File: config.mk
export PLATFORM = sky130hd
export DESIGN_NAME = req_ack_responder
export DESIGN_NICKNAME = d
export VERILOG_FILES = /design/src/rtl/req_ack_pkg.sv /design/src/rtl/req_ack_sat_counter.sv /design/src/rtl/req_ack_responder.sv
export SDC_FILE = /design/constraint.sdc
export NUM_CORES = 1
export LEC_CHECK = 0
export ABC_AREA = 1
export CAP_MARGIN = 10
export CORE_MARGIN = 4
export CORE_UTILIZATION = 37
export CTS_CLUSTER_DIAMETER = 50
export DETAILED_ROUTE_END_ITERATION = 8
export HOLD_SLACK_MARGIN = 0.03
export PLACE_DENSITY = 0.8
export SLEW_MARGIN = 5
export SYNTH_ARGS = -nofsm -noshare
export SYNTH_HDL_FRONTEND = slang
export SYNTH_SLANG_ARGS = --single-unit
File: constraint.sdc
create_clock -name clk -period 1.2 [get_ports clk]
set_input_delay 0.24 -clock clk [delete_from_list [all_inputs] [get_ports clk]]
set_output_delay 0.24 -clock clk [all_outputs]
set_load 0.01 [all_outputs]
File: src/rtl/req_ack_pkg.sv
// Shared types and defaults for the req/ack responder.
// Holds the FSM state encoding and the timer sizing helper.
package req_ack_pkg;

    typedef enum logic [1:0] {
        IDLE = 2'd0,
        WAIT = 2'd1,
        ACK  = 2'd2,
        GAP  = 2'd3
    } req_ack_state_e;

    localparam int unsigned REQ_ACK_DELAY   = 4;
    localparam int unsigned REQ_ACK_MIN_GAP = 8;

    // The timer must be able to hold MIN_GAP itself for the final compare.
    function automatic int unsigned timer_width(input int unsigned min_gap);
        return $clog2(min_gap + 1);
    endfunction

endpackage : req_ack_pkg

File: src/rtl/req_ack_sat_counter.sv
// Saturating event counter with synchronous active-high reset.
// Holds at all-ones instead of wrapping.
module req_ack_sat_counter #(
    parameter int unsigned W = 8
) (
    input  logic         clk,
    input  logic         rst,
    input  logic         inc,
    output logic [W-1:0] count
);

    always_ff @(posedge clk) begin
        if (rst) begin
            count <= '0;
        end else if (inc && (count != '1)) begin
            count <= count + W'(1);
        end
    end

endmodule : req_ack_sat_counter

File: src/rtl/req_ack_responder.sv
// Responder side of the single-pulse req/ack handshake: acks each accepted req
// after ACK_DELAY cycles and flags reqs arriving inside MIN_GAP. REQ_ACK_STATS_EN enables counters.
module req_ack_responder
    import req_ack_pkg::*;
#(
    parameter int unsigned ACK_DELAY = REQ_ACK_DELAY,
    parameter int unsigned MIN_GAP   = REQ_ACK_MIN_GAP,
    parameter int unsigned CNT_W     = 8
) (
    input  logic             clk,
    input  logic             rst,
    input  logic             req,
    output logic             ack,
    output logic             busy,
    output logic             err_early,
    output logic [CNT_W-1:0] reqs_seen,
    output logic [CNT_W-1:0] acks_seen
);

    localparam int unsigned TW = timer_width(MIN_GAP);
    localparam logic [TW-1:0] ACK_T = TW'(ACK_DELAY);
    localparam logic [TW-1:0] GAP_T = TW'(MIN_GAP);

    generate
        if ((ACK_DELAY < 1) || (ACK_DELAY >= MIN_GAP) || (CNT_W < 1)) begin : g_bad_params
            $error("req_ack_responder: need 1 <= ACK_DELAY < MIN_GAP and CNT_W >= 1");
        end
    endgenerate

    req_ack_state_e  state;
    logic [TW-1:0]   timer;
    logic [TW-1:0]   timer_inc;

    assign timer_inc = timer + TW'(1);

    // Timer counts cycles since the accepted req; ack and busy are set from the next state.
    always_ff @(posedge clk) begin
        if (rst) begin
            state     <= IDLE;
            timer     <= '0;
            ack       <= 1'b0;
            busy      <= 1'b0;
            err_early <= 1'b0;
        end else begin
            ack       <= 1'b0;
            err_early <= req && (state != IDLE);
            case (state)
                IDLE: begin
                    if (req) begin
                        timer <= TW'(1);
                        busy  <= 1'b1;
                        if (ACK_DELAY == 1) begin
                            state <= ACK;
                            ack   <= 1'b1;
                        end else begin
                            state <= WAIT;
                        end
                    end
                end
                WAIT: begin
                    timer <= timer_inc;
                    if (timer_inc == ACK_T) begin
                        state <= ACK;
                        ack   <= 1'b1;
                    end
                end
                ACK, GAP: begin
                    if (timer_inc == GAP_T) begin
                        state <= IDLE;
                        timer <= '0;
                        busy  <= 1'b0;
                    end else begin
                        state <= GAP;
                        timer <= timer_inc;
                    end
                end
                default: begin
                    state <= IDLE;
                    timer <= '0;
                    busy  <= 1'b0;
                end
            endcase
        end
    end

`ifdef REQ_ACK_STATS_EN
    logic accept;

    assign accept = req && (state == IDLE);

    req_ack_sat_counter #(.W(CNT_W)) u_reqs_cnt (
        .clk   (clk),
        .rst   (rst),
        .inc   (accept),
        .count (reqs_seen)
    );

    // ack is already a one-cycle pulse, so it counts each ack cycle exactly once.
    req_ack_sat_counter #(.W(CNT_W)) u_acks_cnt (
        .clk   (clk),
        .rst   (rst),
        .inc   (ack),
        .count (acks_seen)
    );
`else
    assign reqs_seen = '0;
    assign acks_seen = '0;
`endif

endmodule : req_ack_responder
==> results by group, run 1 <==
Timing
  • Setup repair after global routing missed its margin: true
  • Fin crit period: 1.13 ns
  • Skew final: 0.00383 ns
  • Period utilisation layout: 0.945
  • # setup viols final: 0
  • Hold Violations, Final: 0
  • Pins over their slew limit: 0
  • Peak Freq: 0.882 GHz

Placed design
  • Placed Cells incl. Taps: 97
  • Dpl hpwl: 744 microns
  • Port bufs: 5
  • Gpl congestion: 0.763

Floorplanning
  • Rows: 13
  • Die height: 46.5 microns
  • IO Pins: 22
  • Die area: between 2000 and 2500 sq um
  • Starting density of the core: 0.406
  • Core footprint: 1350 sq um
  • Die W: 46.5 microns

Pwr
  • Leak pwr: approximately 0.32 nW
  • Maximum vdd drop: 0.653 mV
  • Power Density: roughly 1300 nW/um^2

Clock network
  • CTS tree: done
  • Inserted Clock Buffers: 3
  • CTS H-tree lvls: 1
  • Hold buffer count at cts: 0
  • Reg clk slew, reported paths: 0.06 ns
  • Clk_lat worst skew: 0.26 ns
  • Cell chosen for the clock root: clkbuf_4
  • Clk buf depth: 2
  • TritonCTS Sinks: 9

Status
  • Outcome: complete, no violations

Flow run
  • # Max-Cap Violations: 0

Finish
  • Layout Utilization: 0.479
  • Share of cells above drive strength 1: 0.227
  • Nets@finish: 93
  • Multi-input gate area: 290 sq um
  • Sequential Area: 186 sq um
  • Filler cell count: 130
  • ANT cells: 0
  • Final cell count without fillers: 103
  • Layout area overhead: 18.0%

Synthesis
  • Largest area contributor in the netlist: dfxtp_1
  • Number of library cell types mapped by synthesis: 19
  • Synth top area cells: dfxtp_1, buf_4, inv_1
  • Yosys warns: 0
  • Post-synth top area share: 0.329
  • Cell count after synthesis: 75
  • Flops & latches, synth: 9
  • Synth Area per Inst: 7.31 sq um
  • Cell Area, Synth: 548 sq um
  • Sequential share of the synthesized area: 0.329

Route
  • Via count: 448
  • Vias per cell: 4.35
  • ANT nets after route: 0
  • Starting DRT DRC Count: 14
  • Drc violations: 0
  • Drt pass-1 iters: 4
  • Post-DR wirelength/cell: between 9 and 10 microns
  • Post-Route WL: 990 microns

Setup path
  • Worst Setup End Kind: flip-flop
  • CP delay by family, top: simple AND/OR/NAND/NOR gates
  • CP peak stage delay: 0.37 ns
  • CP arrival: 1.33 ns
  • CP startpoint kind: flip-flop
  • Crit path kind: reg2reg
  • Crit Path Max Fanout: 4
  • CP dominant cell by count: nand2_2
  • Buf/Inv on CP: 0
  • CP Data Required Time: 1.40 ns
  • Slowest CP cell: dfxtp_2
  • CP cell instances: ha_4, nand2_2, nor2_4, nand3_4, nand2_2, nand2_2, a21oi_2

Global route
  • Initial antenna violation count: 0
  • Vias in the first global route: 392
  • GR Overflow Total: 0
  • Total GRT Usage: 0.102
  • First-pass GRT wire length: 1500 microns
  • Largest net degree at the start of global routing: 8

Worst hold path
  • Class of the worst hold path: reg2reg
cells in the mapped netlist, drive strengths merged:
cell and n:
conb 1, nor2 4, nand4 3, nor3b 1, or2 1, o21ai 2, nand3 5, dfxtp 9
nor3 2, nand2 14, ha 1, buf 16, inv 11, a31oi 1, a21oi 4
report_power, final:
part	internal [W]	leakage, nW	total [W]	switching [W]
logic	0.0000947	0.227	0.000227	0.000133
clock network	0.000128	0.0150	0.000231	0.000103
registers	0.000337	0.0754	0.000367	0.0000305
worst paths after layout:
check,startpoint,to,slack [ns],cells after the start
max,timer[1],busy,0.07,7
min,busy,busy,0.46,2
max reg2reg,timer[1],busy,0.07,7
min reg2reg,busy,busy,0.46,2
layer usage:
layer | wire length [microns] | vias up | GRT usage | share of wire
met1 | 370 | 194 | 0.102 | 0.37
met5 | 0 | - | 0 | 0
met3 | 129 | 2 | 0.0820 | 0.13
met4 | 8 | 0 | 0.0341 | 0.0081
met2 | 482 | 21 | 0.159 | 0.49
li1 | - | 231 | - | -
tightest hold or removal path, stage by stage (launching register included):
cell and delay (ns):
dfxtp_1 0.30, inv_1 0.06, a21oi_2 0.05
repair_timing:
action	in CTS	in global routing
gates resized for setup	7	5
pin swaps	0	1
gates cloned	0	0
endpoints found under the hold margin	0	0
setup endpoints to repair	7	6
buffers inserted	0	2
per-stage QoR:
stage	setup WS, ns	total power, W	instance area (sq um)	setup TNS (ns)	hold WS, ns
finish	0.0665	0.000826	647	0	0.461
floorplan	0.0469	0.000544	604	0	0.309
detailed placement	-0.0732	0.000566	576	-0.184	0.454
CTS	0.00808	0.000797	606	0	0.461
global placement	-0.0238	0.000561	576	-0.0611	0.446
global route	-0.00747	0.000879	647	-0.0148	0.496
layout make-up:
type | count | area share
timing repair buffer | 10 | 0.130
inverter | 11 | 0.0638
clock buffer | 4 | 0.0406
sequential | 9 | 0.288
tap | 15 | 0.0290
multi-input combinational | 54 | 0.449
cell families (layout without fill, tap and decap cells):
kind of cell,Yosys count,count (layout),share of synthesized area
AND/OR/NAND/NOR,30,30,0.274
buffers and inverters,27,25,0.295
flip-flops,9,9,0.329
AO/OA/AOI/OAI,7,7,0.0731
adder cells (fa/ha/maj),1,1,0.0228
other,1,16,0.00684
sequential cells by signal, summed over array words and instances, names as in the netlist:
register   flops
timer          4
state          2
err_early      1
ack            1
busy           1
cell usage in the layout, fill, tap and decap left out, types with 2 or more instances in the layout:
cell,synthesis,layout
conb_1,1,16
inv_1,11,11
nand2_1,11,11
dfxtp_1,9,6
buf_4,16,5
nand3_1,4,4
nand4_1,3,3
nand2_2,3,3
a21oi_1,3,3
clkbuf_4,0,3
dlygate4sd2_1,0,3
nor2_1,3,2
o21ai_0,2,2
nor3_1,2,2
clkdlybuf4s50_1,0,2
dfxtp_2,0,2
No activity file was read; power rests on OpenSTA's default activity.
==> inputs of run 2 (changes only) <==
--- a/config.mk
+++ b/config.mk
@@ -16,4 +16,5 @@
 export SLEW_MARGIN = 5
 export SYNTH_ARGS = -nofsm -noshare
 export SYNTH_HDL_FRONTEND = slang
+export SYNTH_HIERARCHICAL = 1
 export SYNTH_SLANG_ARGS = --single-unit
==> results of run 2 <==
No change in the layout: final DEF, timing and power equal those of run 1.
Among the figures that moved: Yosys warning count 0 -> 6
